==> config.mk <==
export PLATFORM = sky130hd
export DESIGN_NAME = switch_scan_controller_flat
export DESIGN_NICKNAME = d
export VERILOG_FILES = /design/src/rtl/switch_scan_controller_if.sv /design/src/rtl/switch_scan_controller.sv /design/src/flat_wrapper.sv
export SDC_FILE = /design/constraint.sdc
export NUM_CORES = 1
export LEC_CHECK = 0
export BUFFER_PORTS_ARGS = -buffer_cell sky130_fd_sc_hd__clkbuf_2
export CORE_AREA = 4 4 59 115
export DETAILED_ROUTE_END_ITERATION = 8
export DIE_AREA = 0 0 63 119
export GPL_TIMING_DRIVEN = 0
export HOLD_SLACK_MARGIN = 0.15
export PLACE_DENSITY = 0.7
export SLEW_MARGIN = 20
export SYNTH_ARGS = -nofsm -noshare
export SYNTH_HDL_FRONTEND = slang
export SYNTH_SLANG_ARGS = --single-unit
==> constraint.sdc <==
create_clock -name CLK -period 4.9 [get_ports CLK]
set_input_delay 0.49 -clock CLK [delete_from_list [all_inputs] [get_ports CLK]]
set_output_delay 0.49 -clock CLK [all_outputs]
set_load 0.01 [all_outputs]
==> src/rtl/switch_scan_controller_if.sv <==
// Event handshake between the switch scan controller and its downstream consumer.
// The controller (master) presents the head event; the consumer (slave) accepts it with EVT_READY.
interface switch_scan_controller_if;
    logic       EVT_VALID;
    logic       EVT_READY;
    logic       EVT_DIR;
    logic [3:0] EVT_IDX;

    modport master (
        output EVT_VALID,
        output EVT_DIR,
        output EVT_IDX,
        input  EVT_READY
    );

    modport slave (
        input  EVT_VALID,
        input  EVT_DIR,
        input  EVT_IDX,
        output EVT_READY
    );
endinterface

==> src/rtl/switch_scan_controller.sv <==
// Switch scan sequencer: walks SCAN_COUNTER over the switches one slot at a time,
// debounces the scanned switch across a full slot, records confirmed state in SW_HISTORY
// and queues each confirmed edge as a {dir, index} event in a fall-through FIFO.
module switch_scan_controller #(
    parameter int N_SW       = 10,
    parameter int SCAN_DIV   = 4,
    parameter int FIFO_DEPTH = 4
) (
    input  logic                     CLK,
    input  logic                     RESET_N,
    input  logic [N_SW-1:0]          SW,
    input  logic                     SCAN_EN,
    input  logic                     OVF_CLR,
    output logic [3:0]               SCAN_COUNTER,
    output logic [N_SW-1:0]          SW_HISTORY,
    output logic [4:0]               UP_COUNT,
    output logic                     OVERFLOW,
    switch_scan_controller_if.master evt
);

    localparam int T_W   = $clog2(SCAN_DIV);
    localparam int PTR_W = $clog2(FIFO_DEPTH);
    localparam int CNT_W = PTR_W + 1;

    // Number of confirmed-high switches.
    function automatic logic [4:0] popcount(input logic [N_SW-1:0] v);
        logic [4:0] c;
        c = '0;
        for (int i = 0; i < N_SW; i++) begin
            c = c + 5'(v[i]);
        end
        return c;
    endfunction

    logic [T_W-1:0]   slot_t;
    logic             slot_end;
    logic             sw_cur;
    logic             hist_cur;
    logic             diff_q;
    logic             diff_d;
    logic             confirmed;
    logic [N_SW-1:0]  hist_nxt;

    logic [4:0]       mem [FIFO_DEPTH];
    logic [PTR_W-1:0] wr_ptr;
    logic [PTR_W-1:0] rd_ptr;
    logic [CNT_W-1:0] count;
    logic             fifo_valid;
    logic             fifo_full;
    logic             push;
    logic             pop;
    logic             ovf_set;
    logic [4:0]       head_w;
    logic [4:0]       last_head;

    // Select the scanned switch and run the slot-wide debounce AND chain.
    always_comb begin
        sw_cur   = 1'b0;
        hist_cur = 1'b0;
        for (int i = 0; i < N_SW; i++) begin
            if (SCAN_COUNTER == 4'(i)) begin
                sw_cur   = SW[i];
                hist_cur = SW_HISTORY[i];
            end
        end
        slot_end   = SCAN_EN && (slot_t == T_W'(SCAN_DIV - 1));
        // The flag restarts at the first cycle of every slot; later cycles only clear it.
        diff_d     = (sw_cur != hist_cur) && ((slot_t == '0) || diff_q);
        confirmed  = slot_end && diff_d;

        fifo_valid = (count != '0);
        fifo_full  = (count == CNT_W'(FIFO_DEPTH));
        pop        = fifo_valid && evt.EVT_READY;
        // A full FIFO still accepts the edge when the head leaves on the same clock.
        push       = confirmed && (!fifo_full || pop);
        ovf_set    = confirmed && fifo_full && !pop;

        hist_nxt   = SW_HISTORY;
        for (int i = 0; i < N_SW; i++) begin
            if (SCAN_COUNTER == 4'(i)) begin
                hist_nxt[i] = SW[i];
            end
        end
        head_w     = mem[rd_ptr];
    end

    // Slot timer, scan index and debounce flag; all frozen while scanning is disabled.
    always_ff @(posedge CLK) begin
        if (!RESET_N) begin
            slot_t       <= '0;
            SCAN_COUNTER <= '0;
            diff_q       <= 1'b0;
        end else if (SCAN_EN) begin
            diff_q <= diff_d;
            if (slot_end) begin
                slot_t <= '0;
                if (SCAN_COUNTER == 4'(N_SW - 1)) begin
                    SCAN_COUNTER <= '0;
                end else begin
                    SCAN_COUNTER <= SCAN_COUNTER + 4'd1;
                end
            end else begin
                slot_t <= slot_t + 1'b1;
            end
        end
    end

    // Confirmed state only moves when its edge actually made it into the FIFO.
    always_ff @(posedge CLK) begin
        if (!RESET_N) begin
            SW_HISTORY <= '0;
        end else if (push) begin
            SW_HISTORY <= hist_nxt;
        end
    end

    // Registered popcount of the confirmed state.
    always_ff @(posedge CLK) begin
        if (!RESET_N) begin
            UP_COUNT <= '0;
        end else begin
            UP_COUNT <= popcount(SW_HISTORY);
        end
    end

    // FIFO pointers and occupancy.
    always_ff @(posedge CLK) begin
        if (!RESET_N) begin
            wr_ptr <= '0;
            rd_ptr <= '0;
            count  <= '0;
        end else begin
            if (push) begin
                wr_ptr <= wr_ptr + 1'b1;
            end
            if (pop) begin
                rd_ptr <= rd_ptr + 1'b1;
            end
            case ({push, pop})
                2'b10:   count <= count + 1'b1;
                2'b01:   count <= count - 1'b1;
                default: count <= count;
            endcase
        end
    end

    // FIFO storage; contents are meaningless while the occupancy is zero.
    always_ff @(posedge CLK) begin
        if (push) begin
            mem[wr_ptr] <= {sw_cur, SCAN_COUNTER};
        end
    end

    // Remember the last presented head so the event fields hold once the FIFO drains.
    always_ff @(posedge CLK) begin
        if (!RESET_N) begin
            last_head <= '0;
        end else if (fifo_valid) begin
            last_head <= head_w;
        end
    end

    // Sticky overflow flag; a new overflow beats a simultaneous clear.
    always_ff @(posedge CLK) begin
        if (!RESET_N) begin
            OVERFLOW <= 1'b0;
        end else if (ovf_set) begin
            OVERFLOW <= 1'b1;
        end else if (OVF_CLR) begin
            OVERFLOW <= 1'b0;
        end
    end

    // Fall-through head presentation.
    always_comb begin
        evt.EVT_VALID = fifo_valid;
        {evt.EVT_DIR, evt.EVT_IDX} = fifo_valid ? head_w : last_head;
    end

endmodule

==> src/flat_wrapper.sv <==
// flat-port wrapper written by rule: the top's interface ports become plain ports
module switch_scan_controller_flat 
#(
    parameter int N_SW       = 10,
    parameter int SCAN_DIV   = 4,
    parameter int FIFO_DEPTH = 4
)
  (CLK, RESET_N, SW, SCAN_EN, OVF_CLR, SCAN_COUNTER, SW_HISTORY, UP_COUNT, OVERFLOW, evt_EVT_VALID, evt_EVT_DIR, evt_EVT_IDX, evt_EVT_READY);
  switch_scan_controller_if evt_i ();
  input  logic CLK;
  input  logic RESET_N;
  input  logic [N_SW-1:0] SW;
  input  logic SCAN_EN;
  input  logic OVF_CLR;
  output logic [3:0] SCAN_COUNTER;
  output logic [N_SW-1:0] SW_HISTORY;
  output logic [4:0] UP_COUNT;
  output logic OVERFLOW;
  output wire logic [$bits(evt_i.EVT_VALID)-1:0] evt_EVT_VALID;
  output wire logic [$bits(evt_i.EVT_DIR)-1:0] evt_EVT_DIR;
  output wire logic [$bits(evt_i.EVT_IDX)-1:0] evt_EVT_IDX;
  input wire logic [$bits(evt_i.EVT_READY)-1:0] evt_EVT_READY;
  assign evt_EVT_VALID = evt_i.EVT_VALID;
  assign evt_EVT_DIR = evt_i.EVT_DIR;
  assign evt_EVT_IDX = evt_i.EVT_IDX;
  assign evt_i.EVT_READY = evt_EVT_READY;
  switch_scan_controller #(.N_SW(N_SW), .SCAN_DIV(SCAN_DIV), .FIFO_DEPTH(FIFO_DEPTH)) u_core (.CLK(CLK), .RESET_N(RESET_N), .SW(SW), .SCAN_EN(SCAN_EN), .OVF_CLR(OVF_CLR), .SCAN_COUNTER(SCAN_COUNTER), .SW_HISTORY(SW_HISTORY), .UP_COUNT(UP_COUNT), .OVERFLOW(OVERFLOW), .evt(evt_i));
endmodule
Yosys cells after proc, flatten, opt, wreduce, memory -nomap -nowiden. Memory sizes are Yosys's and may differ from the RTL's. A register that Yosys moved wholly into a read port is not among the register bits. Index checks and enable logic that the tools add are counted.

Add/subtract/negate cells: 15. Equal/unequal tests: 14. Muxes and demuxes: 30. Reduce and logical (&&, ||, !) cells: 27.

Operators by type and width (count): adder 5 x 1 -> 5 bit (8); 2-to-1 mux 1 bit (24); AND reduction 2 bit (11); equality test 4 x 3 -> 1 bit, second input constant (4); equality test 4 x 2 -> 1 bit, second input constant (2); equality test 4 bit, second input constant (2); logical AND 1 bit (7); adder 2 x 1 -> 2 bit, second input constant (3); 2-to-1 mux 2 bit (3); one-hot mux 3 bit (2 select lines) (1); 2-to-1 mux 5 bit (1); adder 4 x 1 -> 4 bit, second input constant (1); equality test 2 bit, second input constant (2); equality test 4 x 1 -> 1 bit, second input constant (1); zero test 4 bit (1); 2-to-1 mux 4 bit (1); nonzero test 2 bit (2); adder 3 x 1 -> 3 bit, second input constant (1); equality test 3 bit, second input constant (1); nonzero test 3 bit (1); subtractor 3 x 1 -> 3 bit, second input constant (1); adder 1 x 1 -> 2 bit (1); equality test 2 x 1 -> 1 bit, second input constant (1); zero test 1 bit (2); other kinds (3) (4).

Flip-flop bits (word level): 35. Bits in writable memories: 20. Output and inout bits: 26. Word-level logic and storage cells: 106. Memories kept: 1.

Memories: u_core.mem (depth 4, bits a word 5, rd ports 1, clocked after memory_dff 1, wr ports 1, RTL line switch_scan_controller.sv:44) `logic [4:0] mem [FIFO_DEPTH];`.

Logic depth before layout (Yosys ltp).
Depth after elaboration: 17. Depth in mapped cells: 12.

Least setup slack after synthesis. Ideal clock, no wire load.

Path kind: register to register. Start point: register u_core.SW_HISTORY[0]. End point: register u_core.UP_COUNT[2]. Setup time: 0.128 ns. Arrival time: 3.048 ns. Path slack: 1.725 ns. Stages on the path, launching flop included: 11. Path buffers: 0. Clock period less this slack: 3.175 ns. Cell sequence: dfxtp_1 ha_1 inv_1 fa_1 fa_1 fa_1 inv_1 fa_1 fa_1 xnor2_1 nor2_1.

Longest elaborated chain between the ends: 9.

Ends and longest elaborated chain: start: declaration (RTL line switch_scan_controller.sv:15) `output logic [N_SW-1:0] SW_HISTORY,`; start signal: assignment (RTL line switch_scan_controller.sv:113) `SW_HISTORY <= hist_nxt;`; adder 1 x 1 -> 2 bit (RTL line switch_scan_controller.sv:30) `c = c + 5'(v[i]);`; adder 5 x 1 -> 5 bit (8 in series) (RTL line switch_scan_controller.sv:30); end signal: assignment (RTL line switch_scan_controller.sv:122) `UP_COUNT <= popcount(SW_HISTORY);`; end: declaration (RTL line switch_scan_controller.sv:16) `output logic [4:0] UP_COUNT,`.

No other way between the ends. A chain may end at the register's enable or synchronous reset.

Worst setup path in the final report.
Start point: register u_core.SW_HISTORY[1]. End point: register u_core.UP_COUNT[2].

Same word-level chain as after synthesis.

==> flow_summary.ini <==
[run_status]
status = complete, no violations

[yosys]
yosysTopAreaCellShare_pct = 24.9
synth_cells = 275
synth-async-reset-ratio_pct = 0
synth.ff_latch_count = 56
synth_area_leader_cell = sky130_fd_sc_hd__dfxtp_1
post_synthesis_cell_type_count = 51
postSynthNetCount = 308
yosysSeqAreaShare_pct = 45.7
synth.area.top_cells = sky130_fd_sc_hd__dfxtp_1, sky130_fd_sc_hd__edfxtp_1, sky130_fd_sc_hd__fa_1
synth_enable_flop_cells = 20
netlist_area_um2 = 2890
ys.flop_type = sky130_fd_sc_hd__dfxtp_1
ys_warn_count = 0
syn_area_per_cell_um2 = 10.5

[cts]
cts_resized = 0
cts.clk_slew.worst_paths_ps = 70
post-cts-setup-buffer-count = 0
clock_tree.htree_level_count = 2
cts-hold-fix-buffers = 0
clkLatencyLatePin_ps = 290
cts_tree = done
tritoncts.num_buffers = 5
clock_sink_count = 56
cts-root-buf = sky130_fd_sc_hd__clkbuf_16
clk_path_buf_depth = 2

[setup_path]
setup.worst_path.end_class = flip-flop
worstSetupPathType = reg -> reg
number_of_cells_on_the_critical_path = 10
worst_setup_sp_type = flip-flop
crit_path_cell_trace = ha_1, inv_1, fa_1, fa_1, fa_1, inv_1, fa_1, fa_1, xnor2_1, nor2_1
reg2reg_depth = 10
cp_num_buf_inv = 2
path_max_fanout = 4
critical-path-top-delay-family = adder cells
cpMostUsedCell = sky130_fd_sc_hd__fa_1
critical-path-max-stage-delay_ps = 530
worst_ep_arrival_time_ps = 3490
critical_path.slowest_cell = sky130_fd_sc_hd__fa_1
worstPathRequired_ps = 5060

[placement]
placedCellCount = 376
detailed_place_hpwl_um = 4960
i_o_buffers = 38
gp_congestion = 0.896

[route]
routed_wl_um = 6390
drc_violations_left = 0
detail-route-antenna-nets = 0
detail_route.first_pass.iterations = 4
wl_per_cell_um = 16.6
via_count = 2121
drc_marker_count_from_the_first_detailed_route_iteration = 58
route.detailed.vias_per_inst = 5.52

[pwr]
combPwrFrac_pct = 19.0
power.density_nw_per_um2 = 325
intPower_w = 0.000795
irDropWorstVdd_mv = 0.159
pwr-share-seq_pct = 47.9
p_switching_w = 0.000280
power_w = 0.00108
share_clk_of_total_power_pct = 33.1
power.leakage_nw = 1.39
p_sw_share_pct = 26.1

[global_route]
grt_start_max_net_pins = 18
first_pass_grt_wire_length_um = 10500
gr-usage-all-layers_pct = 18.3
grt_antenna_before_repair = 0
global_route.overflow_total = 0
grt_pass1_vias = 2169

[final_layout]
stdcell_count = 384
multi_input_logic_area_um2 = 1390
ff_latch_area_um2 = 1320
fill_cells = 533
nets = 353
layout.cells.most_common = sky130_fd_sc_hd__clkbuf_2
layout.cells.most_common_list = sky130_fd_sc_hd__clkbuf_2, sky130_fd_sc_hd__dfxtp_1, sky130_fd_sc_hd__nand2_1, sky130_fd_sc_hd__nor2_1, sky130_fd_sc_hd__inv_1
area.growth.synth_to_final_pct = 14.3
drive_above_1_share_pct = 21.8
antennaDiodeCount = 0

[sta]
final_period_minus_worst_setup_slack_ps = 3330
max_slew.worst_pin.slew_ps = 589
drv_slew = 0
final.period_utilization_pct = 68.0
max_freq_mhz = 300
timing.final.setup_violations = 0
final_hold_viols = 0
max_slew_margin_pct = 60.7
worst_clock_skew_ps = 3.94
rsz0062_at_grt = no
fin_tns_setup_ps = 0

[hold_path]
hold_depth = 3
hp-class = in -> reg

[die]
die_h_um = 119
dieWidth_um = 63
core-area_um2 = 5960
design.die.area_um2 = 7500
num_rows = 40
ios = 41
start_util_pct = 48.6

[run]
cap_violations = 0
-- synth_stat cells, types with 6 or more instances --
| library cell | n |
|---|---|
| sky130_fd_sc_hd__and2_1 | 13 |
| sky130_fd_sc_hd__fa_1 | 7 |
| sky130_fd_sc_hd__edfxtp_1 | 20 |
| sky130_fd_sc_hd__mux2_2 | 6 |
| sky130_fd_sc_hd__nor2_1 | 25 |
| sky130_fd_sc_hd__ha_1 | 11 |
| sky130_fd_sc_hd__a21oi_1 | 11 |
| sky130_fd_sc_hd__nand2b_1 | 6 |
| sky130_fd_sc_hd__mux2i_1 | 12 |
| sky130_fd_sc_hd__inv_1 | 23 |
| sky130_fd_sc_hd__dfxtp_1 | 36 |
| sky130_fd_sc_hd__clkbuf_1 | 6 |
| sky130_fd_sc_hd__nand2_1 | 28 |
-- worst paths after layout --
check	from	endpoint	slack (ps)
setup / recovery	u_core.SW_HISTORY[1]	u_core.UP_COUNT[2]	1570
hold / removal	SW[4]	u_core.SW_HISTORY[4]	440
setup reg to reg	u_core.SW_HISTORY[1]	u_core.UP_COUNT[2]	1570
hold reg to reg	u_core.SW_HISTORY[6]	u_core.SW_HISTORY[6]	490
-- state kept, by name (all words and copies together), names as in the netlist, named ones only --
register             count
u_core.OVERFLOW          1
u_core.SCAN_COUNTER      4
u_core.SW_HISTORY       10
u_core.UP_COUNT          4
u_core.count             3
u_core.diff_q            1
u_core.last_head         5
u_core.mem              20
u_core.rd_ptr            2
u_core.slot_t            2
u_core.wr_ptr            2
-- worst register-to-register path, delay by kind of cell, from the launching register on --
family                     cells  cell delay (ps)
xor gates and xnor gates       1              160
adders and majority gates      6             2540
buffers and inverters          2              100
DFF                            1              350
and+or+nand+nor                1               50
-- final cells by class --
cell class              count  area share (%)
inverters                  24            2.72
multi-input cells         181            42.0
repair buffers             38            5.75
clock buffers               6            3.90
well taps                  63            2.38
flip-flops and latches     56            39.9
plain buffers              14            2.80
clock inverters             2           0.492
-- cell families (layout without fill, tap and decap cells) --
| family | Yosys count | after routing | synth area share (%) |
|---|---|---|---|
| DFF | 56 | 56 | 45.7 |
| other | 1 | 1 | 0.130 |
| xor gates and xnor gates | 6 | 6 | 2.08 |
| AOI/OAI and AO/OA | 37 | 37 | 9.42 |
| adders and majority gates | 18 | 18 | 9.60 |
| buffers and inverters | 38 | 84 | 6.31 |
| and+or+nand+nor | 96 | 96 | 16.4 |
| muxes | 23 | 23 | 10.4 |
-- stage by stage --
| step | hold slack [ps] | setup WS [ps] | utilization, % | cell area (µm²) |
|---|---|---|---|---|
| 4_1_cts | 436 | 1550 | 55.5 | 3310 |
| 3_5_place_dp | 483 | 1560 | 53.1 | 3160 |
| 6_report | 436 | 1570 | 55.5 | 3310 |
| 2_1_floorplan | 467 | 1720 | - | 2890 |
| 3_3_place_gp | 483 | 1590 | 53.1 | 3160 |
| 5_1_grt | 453 | 1410 | 55.5 | 3310 |
-- per-layer routing --
layer	vias up	GRT usage [%]	wire length (µm)
met1	1013	17.4	2210
met5	-	0	0
met3	17	2.45	216
met4	0	10.8	268
li1	1034	-	-
met2	57	35.7	3690
-- power groups by stage --
stage | registers, W | logic (W) | clock network (W)
global placement | 0.000526 | 0.000205 | 0
detailed placement | 0.000527 | 0.000208 | 0
CTS | 0.000516 | 0.000210 | 0.000360
global route | 0.000518 | 0.000230 | 0.000382
finish | 0.000515 | 0.000204 | 0.000356
floorplan | 0.000523 | 0.000153 | 0
Power figures use the tool's default switching activity.
